<file path="src/rtl/bcd_display_decoder.sv">
// bcd_display_decoder: captures BCD digits from the keypad encoder into a
// shift-left MM:SS entry register and drives a time-multiplexed, 4-digit,
// active-high 7-segment display with active-low one-hot anodes.
// Optional build macro: LEADING_ZERO_BLANK_EN. When it is defined, leading
// zero digits (M10, M1, S10) are blanked. S1 is never blanked.

// Per-digit segment decoder with an optional blank override.
module bcd_seg_lane (
   input  logic [3:0] digit,
   input  logic       blank,
   output logic [6:0] seg
);
   // gfedcba pattern. Non-BCD codes show a dash.
   always_comb begin
      seg = 7'b1000000;
      if (!blank) begin
         case (digit)
            4'd0:    seg = 7'b0111111;
            4'd1:    seg = 7'b0000110;
            4'd2:    seg = 7'b1011011;
            4'd3:    seg = 7'b1001111;
            4'd4:    seg = 7'b1100110;
            4'd5:    seg = 7'b1101101;
            4'd6:    seg = 7'b1111101;
            4'd7:    seg = 7'b0000111;
            4'd8:    seg = 7'b1111111;
            4'd9:    seg = 7'b1101111;
            default: seg = 7'b1000000;
         endcase
      end else begin
         seg = 7'b0000000;
      end
   end
endmodule

module bcd_display_decoder #(
   parameter int SCAN_DIV = 1000,
   parameter int CNT_W    = 10
) (
   input  logic        clk,
   input  logic        rst,
   input  logic [3:0]  bcd,
   input  logic        loadn,
   input  logic        enablen,
   output logic [15:0] digits,
   output logic [6:0]  seg,
   output logic        dp,
   output logic [3:0]  an
);
   localparam int NUM_DIG = 4;

   typedef struct packed {
      logic       vld;
      logic [3:0] code;
   } load_req_t;

   logic             l1, l2, armed;
   logic [3:0]       bcd_q;
   load_req_t        req;
   logic [CNT_W-1:0] div_cnt;
   logic [1:0]       scan_idx;
   logic [NUM_DIG-1:0]            blank;
   logic [NUM_DIG-1:0][3:0]       dig_v;
   logic [NUM_DIG-1:0][6:0]       lane_seg;

   // Load pipeline: two-stage loadn history plus aligned BCD capture.
   // armed stays low after reset until loadn has been seen high, so a key
   // still held across reset release cannot produce a load.
   always_ff @(posedge clk or posedge rst) begin
      if (rst) begin
         l1    <= 1'b1;
         l2    <= 1'b1;
         armed <= 1'b0;
         bcd_q <= 4'd0;
      end else begin
         l1    <= loadn;
         l2    <= l1;
         armed <= armed | loadn;
         bcd_q <= bcd;
      end
   end

   // Accept a load on the falling edge of loadn, enabled, valid BCD only.
   always_comb begin
      req      = '0;
      req.code = bcd_q;
      req.vld  = l2 & ~l1 & armed & ~enablen & (bcd_q <= 4'd9);
   end

   // Entry register: shift left one digit, newest into S1, M10 drops out.
   always_ff @(posedge clk or posedge rst) begin
      if (rst)          digits <= 16'h0000;
      else if (req.vld) digits <= {digits[11:0], req.code};
   end

   // Scan prescaler and digit index; free-running regardless of enablen.
   always_ff @(posedge clk or posedge rst) begin
      if (rst) begin
         div_cnt  <= '0;
         scan_idx <= 2'd0;
      end else if (div_cnt == CNT_W'(SCAN_DIV - 1)) begin
         div_cnt  <= '0;
         scan_idx <= scan_idx + 2'd1;
      end else begin
         div_cnt  <= div_cnt + CNT_W'(1);
      end
   end

   assign dig_v = digits;

`ifdef LEADING_ZERO_BLANK_EN
   // A digit is blank when it and everything to its left are zero; S1 always shows.
   always_comb begin
      blank    = '0;
      blank[3] = (dig_v[3] == 4'd0);
      blank[2] = blank[3] & (dig_v[2] == 4'd0);
      blank[1] = blank[2] & (dig_v[1] == 4'd0);
   end
`else
   // All four digits always shown.
   always_comb begin
      blank = '0;
   end
`endif

   genvar g;
   generate
      for (g = 0; g < NUM_DIG; g++) begin : g_lane
         bcd_seg_lane u_lane (
            .digit (dig_v[g]),
            .blank (blank[g]),
            .seg   (lane_seg[g])
         );
      end
   endgenerate

   // Registered display outputs; everything dark while disabled.
   always_ff @(posedge clk or posedge rst) begin
      if (rst) begin
         an  <= 4'b1111;
         seg <= 7'd0;
         dp  <= 1'b0;
      end else if (enablen) begin
         an  <= 4'b1111;
         seg <= 7'd0;
         dp  <= 1'b0;
      end else begin
         an  <= ~(4'b0001 << scan_idx);
         seg <= lane_seg[scan_idx];
         dp  <= (scan_idx == 2'd2);
      end
   end
endmodule

</file>
<file path="config.mk">
export PLATFORM = sky130hd
export DESIGN_NAME = bcd_display_decoder
export DESIGN_NICKNAME = d
export VERILOG_FILES = /design/src/rtl/bcd_display_decoder.sv
export SDC_FILE = /design/constraint.sdc
export NUM_CORES = 1
export LEC_CHECK = 0
export CORE_MARGIN = 4
export CORE_UTILIZATION = 58
export CTS_CLUSTER_DIAMETER = 80
export CTS_CLUSTER_SIZE = 40
export DETAILED_ROUTE_END_ITERATION = 8
export PLACE_DENSITY = 0.84
export SLEW_MARGIN = 20
export SYNTH_ARGS = -nofsm -noshare
export SYNTH_HDL_FRONTEND = slang
export SYNTH_SLANG_ARGS = --single-unit
</file>
<file path="constraint.sdc">
create_clock -name clk -period 3.4 [get_ports clk]
set_input_delay 0.68 -clock clk [delete_from_list [all_inputs] [get_ports clk]]
set_output_delay 0.68 -clock clk [all_outputs]
set_load 0.1 [all_outputs]
</file>
==> flow_metrics.py, run 1 <==
metrics = {
    "final_layout": {
        "final_nets": 303,
        "area_growth_pct": 17.1,
        "regArea_mm2": 0.00118,
        "fillerInstances": 285,
        "drive_above_1_share_pct": 18.8,
        "multi_input_area_mm2": 0.00119,
        "antenna_cells": 0,
    },
    "synthesis": {
        "synth_cells": 234,
        "ys_seq_area_share_pct": 47.4,
        "async_flop_share_pct": 100,
        "synthesis.area_mm2": 0.00249,
        "syn_area_per_cell_um2": 10.7,
        "synth_mux_area_share_pct": 4.26,
        "ys_ff_latch": 47,
        "yosysMostFrequentCell": "dfrtp_1",
        "ys_top_cells_by_count": "41 x dfrtp_1, 25 x ha_1, 20 x inv_1, 19 x nand2_1, 17 x o21ai_0",
        "synth_top_cell_by_area": "dfrtp_1",
        "synth_compound_area_share_pct": 14.1,
        "synth-xor-area-share_pct": 2.81,
        "yosysUniqueCellTypes": 42,
        "synth_nets": 267,
        "yosysWarnings": 0,
        "synth_top_area_share_pct": 41.1,
        "synthAdderAreaFrac_pct": 12.5,
        "synthTopCellsByArea": "dfrtp_1 41%, ha_1 13%, dfstp_2 6.3%",
        "synth_top_family_by_area": "compound AO/OA/AOI/OAI gates",
        "synth_flop_cell": "dfrtp_1",
        "yosys.area_share.simple_pct": 14.0,
        "synth_edf_count": 0,
    },
    "sta": {
        "worst_pin_slew_ps": 989,
        "fin_hold_ws_ps": 377,
        "finalCritPeriodShare_pct": 72.9,
        "skew_ps": 12.1,
        "setup_viol": 0,
        "fin_ws_ps": 921,
        "grt_setup_unrepaired": "false",
        "drv_slew": 0,
        "setup_tns_ps": 0,
        "min_period_ps": 2480,
        "fmax_mhz": 403,
        "hold_viol": 0,
        "slew_headroom_pct": 33.9,
    },
    "critical_path": {
        "cp-start-kind": "flop",
        "cp_slowest_stage_delay_ps": 1150,
        "r2r_slack_ps": 1570,
        "crit_chain": "clkdlybuf4s50_1",
        "cp.arrival_ps": 1800,
        "crit_slowest_cell": "clkdlybuf4s50_1",
        "critical_path.max_fanout": 1,
        "cp_top_family": "buffers and inverters",
        "endpoint_kind": "output port",
        "required_ps": 2720,
        "crit_type": "flop to output port",
        "critPathBufInv": 1,
    },
    "route": {
        "ant_nets": 0,
        "routed_wirelength_um": 5050,
        "firstDrtPassIters": 5,
        "route.detailed.wl_per_inst_um": 15.7,
        "drt_iter0_drc": 99,
        "vias_per_cell": 5.68,
        "vias": 1823,
        "drc": 0,
    },
    "die": {
        "ioPinCount": 36,
        "dieHeight_um": 73.6,
        "rows": 23,
        "die_w_um": 73.6,
        "coreArea_mm2": 0.00409,
        "initial_core_util_pct": 61.1,
        "die_area_mm2": 0.00541,
    },
    "place": {
        "place_hpwl_um": 3630,
        "dp_slack_ps": 890,
        "place.gp.congestion": 0.832,
        "io_buffers": 35,
    },
    "clock_tree": {
        "cts_resized": 0,
        "root_buffer": "clkbuf_8",
        "hold_buffers": 0,
        "clock_sinks": 47,
        "cts_setup_buffers": 0,
        "tritoncts": "built",
        "cts_buffers": 5,
        "clk_pin_slew_ps": 90,
        "clk-insertion-delay-late_ps": 300,
        "clockBufferDepth": 2,
        "htreeDepth": 2,
    },
    "global_route": {
        "grt_max_degree": 48,
        "overflow": 0,
        "grt_pass1_wl_um": 8370,
        "grt_usage_pct": 20.3,
        "grt_pass1_vias": 1721,
        "antenna_found_initial": 0,
    },
    "pwr": {
        "powerDensity_mw_per_mm2": 749,
        "ir_drop_uv": 563,
        "p_leak_nw": 1.34,
    },
    "run": {
        "max_cap_violations": 0,
    },
    "min_path": {
        "hold_class": "flop to flop",
    },
    "run_status": {
        "outcome": "complete, no violations",
    },
}
==> cell families (layout without fill, tap and decap cells) <==
logic type / after synthesis / count (layout)
AO/OA/AOI/OAI: 51 / 51
XOR/XNOR: 8 / 8
adder cells (fa/ha/maj): 25 / 25
buffers and inverters: 28 / 65
flip-flops: 47 / 47
multiplexers: 10 / 10
AND/OR/NAND/NOR: 65 / 65
==> layout make-up <==
type                            count  share of cell area (%)
Inverter                           21                    2.70
Sequential cell                    47                    40.5
Multi-Input combinational cell    159                    40.8
Clock buffer                        6                    2.83
Timing Repair Buffer               36                    10.5
Clock inverter                      2                   0.471
Tap cell                           50                    2.14
==> cell usage in the layout (no fill, tap or decap), types with 2 or more instances in the layout <==
cell / instances
nor2_1: 12
ha_1: 25
nand2b_1: 5
o311ai_0: 2
xor2_1: 4
inv_1: 19
o311ai_1: 2
dfrtp_1: 41
inv_2: 2
o221ai_1: 7
dfstp_2: 6
buf_4: 21
nand2_1: 19
clkdlybuf4s50_1: 15
nor2b_1: 8
nand3_1: 5
mux2i_1: 5
xnor2_1: 4
o211ai_1: 4
a21oi_1: 12
and2b_2: 2
o21ai_0: 17
and4_1: 3
clkbuf_8: 6
nand4_1: 2
mux2_2: 5
==> routing by layer <==
layer  vias to the layer above  global-route usage, %  part of all wire, %  wire, µm
li1                        876                      -                    -         -
met4                         0                   5.43                  1.7        85
met5                         -                      0                    0         0
met1                       873                   28.5                   45      2290
met3                         9                   4.51                  6.7       337
met2                        65                   32.0                   46      2340
==> power by group <==
group / leakage, nW / switching (mW) / internal, mW
sequential: 0.577 / 0.130 / 0.636
clock: 0.0516 / 0.186 / 0.166
combinational: 0.707 / 0.802 / 0.268
total: 1.34 / 1.12 / 1.07
==> path summary, 6_finish.rpt <==
path / startpoint / end / depth (start not counted)
max in group asynchronous: rst / digits[14]$_DFFE_PP0P_ / 2
hold reg to reg: l1$_DFF_PP1_ / l2$_DFF_PP1_ / 0
setup / recovery: dp$_DFF_PP0_ / dp / 1
min in group asynchronous: rst / bcd_q[2]$_DFF_PP0_ / 2
hold / removal: l1$_DFF_PP1_ / l2$_DFF_PP1_ / 0
setup reg to reg: scan_idx[0]$_DFFE_PP0N_ / seg[3]$_DFF_PP0_ / 4
==> state kept, by name, indices dropped and copies added, names as in the netlist <==
| register | flops |
|---|---|
| digits | 16 |
| div_cnt | 10 |
| seg | 7 |
| an | 4 |
| bcd_q | 4 |
| scan_idx | 2 |
| armed | 1 |
| dp | 1 |
| l1 | 1 |
| l2 | 1 |
==> per-stage QoR <==
stage          instance area [µm²]  power, mW  util (%)  instances
2_1_floorplan                 2490       1.59         -        234
6_report                      2920       2.19      71.5        321
3_3_place_gp                  2820       1.81      69.1        313
4_1_cts                       2920       2.19      71.5        321
3_5_place_dp                  2820       1.83      69.1        313
5_1_grt                       2920       2.29      71.5        321
Note: power is estimated with default switching activity, not from simulation.
==> run 2: changes to the inputs <==
- CORE_UTILIZATION: 58 -> 49
- PLACE_DENSITY: 0.84 -> 0.76
- clock period: 3.4 -> 2.15 ns (I/O delays scaled with it)
==> run 2 against run 1 <==
Net effect: die area is 16% higher; non-clock buffer count is 3 higher; combinational power is 59% higher; via count is 3.6% lower; flip-flop and latch count stayed put; critical path depth is 3 higher; sequential power is 57% higher; core utilization is 9.3 points lower; first-iteration DRC count is 7.1% higher; power is 62% higher; setup slack worse by 460 ps; critical path type is now flop to flop; critical endpoint is now seg[1]$_DFF_PP0_.
==> flow_metrics.py, run 2 (synthesis gave the netlist of run 1 again) <==
metrics = {
    "final_layout": {
        "antenna_cells": 0,
        "largest_register_ffs": 16,
        "area_growth_pct": 20.1,
        "drive_above_1_share_pct": 22.3,
        "regArea_mm2": 0.00118,
        "largestRegisters": "digits (16), div_cnt (10), seg (7)",
        "fillerInstances": 423,
        "final_common_cell": "dfrtp_1",
        "final_nets": 306,
        "max_flop_register": "digits",
        "fin_area_mm2": 0.00300,
        "multi_input_area_mm2": 0.00119,
        "mostFrequentLayoutCells": "41 x dfrtp_1, 29 x buf_4, 25 x ha_1",
    },
    "pwr": {
        "ir_drop_uv": 877,
        "powerDensity_mw_per_mm2": 1180,
        "power_mw": 3.54,
        "p_leak_nw": 1.37,
    },
    "sta": {
        "slew_headroom_pct": 68.3,
        "fin_ws_ps": 463,
        "setup_tns_ps": 0,
        "fmax_mhz": 593,
        "grt_setup_unrepaired": "false",
        "finalCritPeriodShare_pct": 78.5,
        "worst_pin_slew_ps": 474,
        "drv_slew": 0,
        "skew_ps": 6.21,
        "hold_viol": 0,
        "setup_viol": 0,
        "min_period_ps": 1690,
    },
    "critical_path": {
        "cp_slowest_stage_delay_ps": 540,
        "cp-start-kind": "flop",
        "crit_slowest_cell": "dfrtp_1",
        "required_ps": 2370,
        "endpoint_kind": "flop",
        "cp.arrival_ps": 1910,
        "crit_type": "flop to flop",
        "critical_path.max_fanout": 12,
        "crit_chain": "o211a_1, a311oi_4, o311ai_1, a21oi_1",
    },
    "route": {
        "firstDrtPassIters": 4,
        "routed_wirelength_um": 4630,
        "vias": 1757,
        "ant_nets": 0,
        "drc": 0,
        "route.detailed.wl_per_inst_um": 13.6,
        "drt_iter0_drc": 106,
        "vias_per_cell": 5.15,
    },
    "clock_tree": {
        "root_buffer": "clkbuf_8",
        "clockBufferDepth": 2,
        "tritoncts": "built",
        "clk-insertion-delay-late_ps": 300,
        "hold_buffers": 0,
        "clock_sinks": 47,
        "cts_buffers": 5,
        "htreeDepth": 2,
        "clk_pin_slew_ps": 90,
        "cts_setup_buffers": 0,
        "cts_resized": 0,
    },
    "global_route": {
        "grt_usage_pct": 15.9,
        "overflow": 0,
        "grt_pass1_vias": 1666,
        "grt_pass1_wl_um": 7810,
        "antenna_found_initial": 0,
        "grt_max_degree": 28,
    },
    "die": {
        "initial_core_util_pct": 51.8,
        "dieHeight_um": 79.4,
        "die_w_um": 79.4,
        "coreArea_mm2": 0.00482,
        "ioPinCount": 36,
        "die_area_mm2": 0.00630,
        "rows": 25,
    },
    "run_status": {
        "outcome": "complete, no violations",
    },
    "place": {
        "dp_slack_ps": 158,
        "io_buffers": 35,
        "place_area_mm2": 0.00289,
        "place_hpwl_um": 3540,
        "place.gp.congestion": 0.903,
    },
    "min_path": {
        "hold_class": "flop to flop",
    },
    "run": {
        "max_cap_violations": 0,
    },
}
## run 2: cell count changes in the layout (fill, tap and decap cells not counted)
cell | before | now
buf_4 | 21 | 29
clkbuf_8 | 6 | 5
bufinv_16 | 0 | 1
clkbuf_1 | 0 | 1
inv_6 | 1 | 0
clkinvlp_4 | 0 | 1
buf_12 | 0 | 3
clkinv_2 | 1 | 0
clkdlybuf4s50_1 | 15 | 7
## run 2: layout make-up
type | instances | share of cell area (%)
timing repair buffer | 39 | 11.6
sequential | 47 | 39.5
tap | 67 | 2.80
clock buffer | 6 | 2.42
inverter | 21 | 2.63
multi-input combinational | 159 | 39.8
clock inverter | 2 | 1.25
## run 2: stage by stage
| step | util [%] | std cells | hold WS [ps] |
|---|---|---|---|
| floorplan | - | 234 | 351 |
| global placement | 59.9 | 333 | 354 |
| detailed placement | 59.9 | 333 | 357 |
| finish | 62.2 | 341 | 367 |
| global route | 62.2 | 341 | 374 |
| CTS | 62.2 | 341 | 368 |
## run 2: power by group
| part | switching [mW] | internal, mW | total, mW |
|---|---|---|---|
| combinational | 1.26 | 0.447 | 1.70 |
| sequential | 0.192 | 1.01 | 1.20 |
| clock | 0.290 | 0.347 | 0.637 |
## run 2: metal layers
metal / share of wire [%] / up-vias / global-route usage [%] / wire (µm)
li1: - / 890 / - / -
met1: 49 / 816 / 21.8 / 2250
met2: 45 / 44 / 25.0 / 2080
met3: 4.8 / 7 / 2.83 / 222
met4: 1.6 / 0 / 6.19 / 76
met5: 0 / - / 0 / 0
## run 2: path summary, 6_finish.rpt
| kind | from | end | slack (ps) | cells past startpoint |
|---|---|---|---|---|
| min reg2reg | l1$_DFF_PP1_ | l2$_DFF_PP1_ | 370 | 0 |
| min in group asynchronous | rst | bcd_q[3]$_DFF_PP0_ | 460 | 2 |
| max in group asynchronous | rst | an[3]$_DFF_PP1_ | 1130 | 3 |
| max reg2reg | digits[6]$_DFFE_PP0P_ | seg[1]$_DFF_PP0_ | 460 | 4 |
| max | digits[6]$_DFFE_PP0P_ | seg[1]$_DFF_PP0_ | 460 | 4 |
| min | l1$_DFF_PP1_ | l2$_DFF_PP1_ | 370 | 0 |
## run 2: worst max-delay path, delay by kind of cell (launching register included)
family,cells,cell delay (ps)
AOI/OAI and AO/OA,4,1070
DFF,1,540
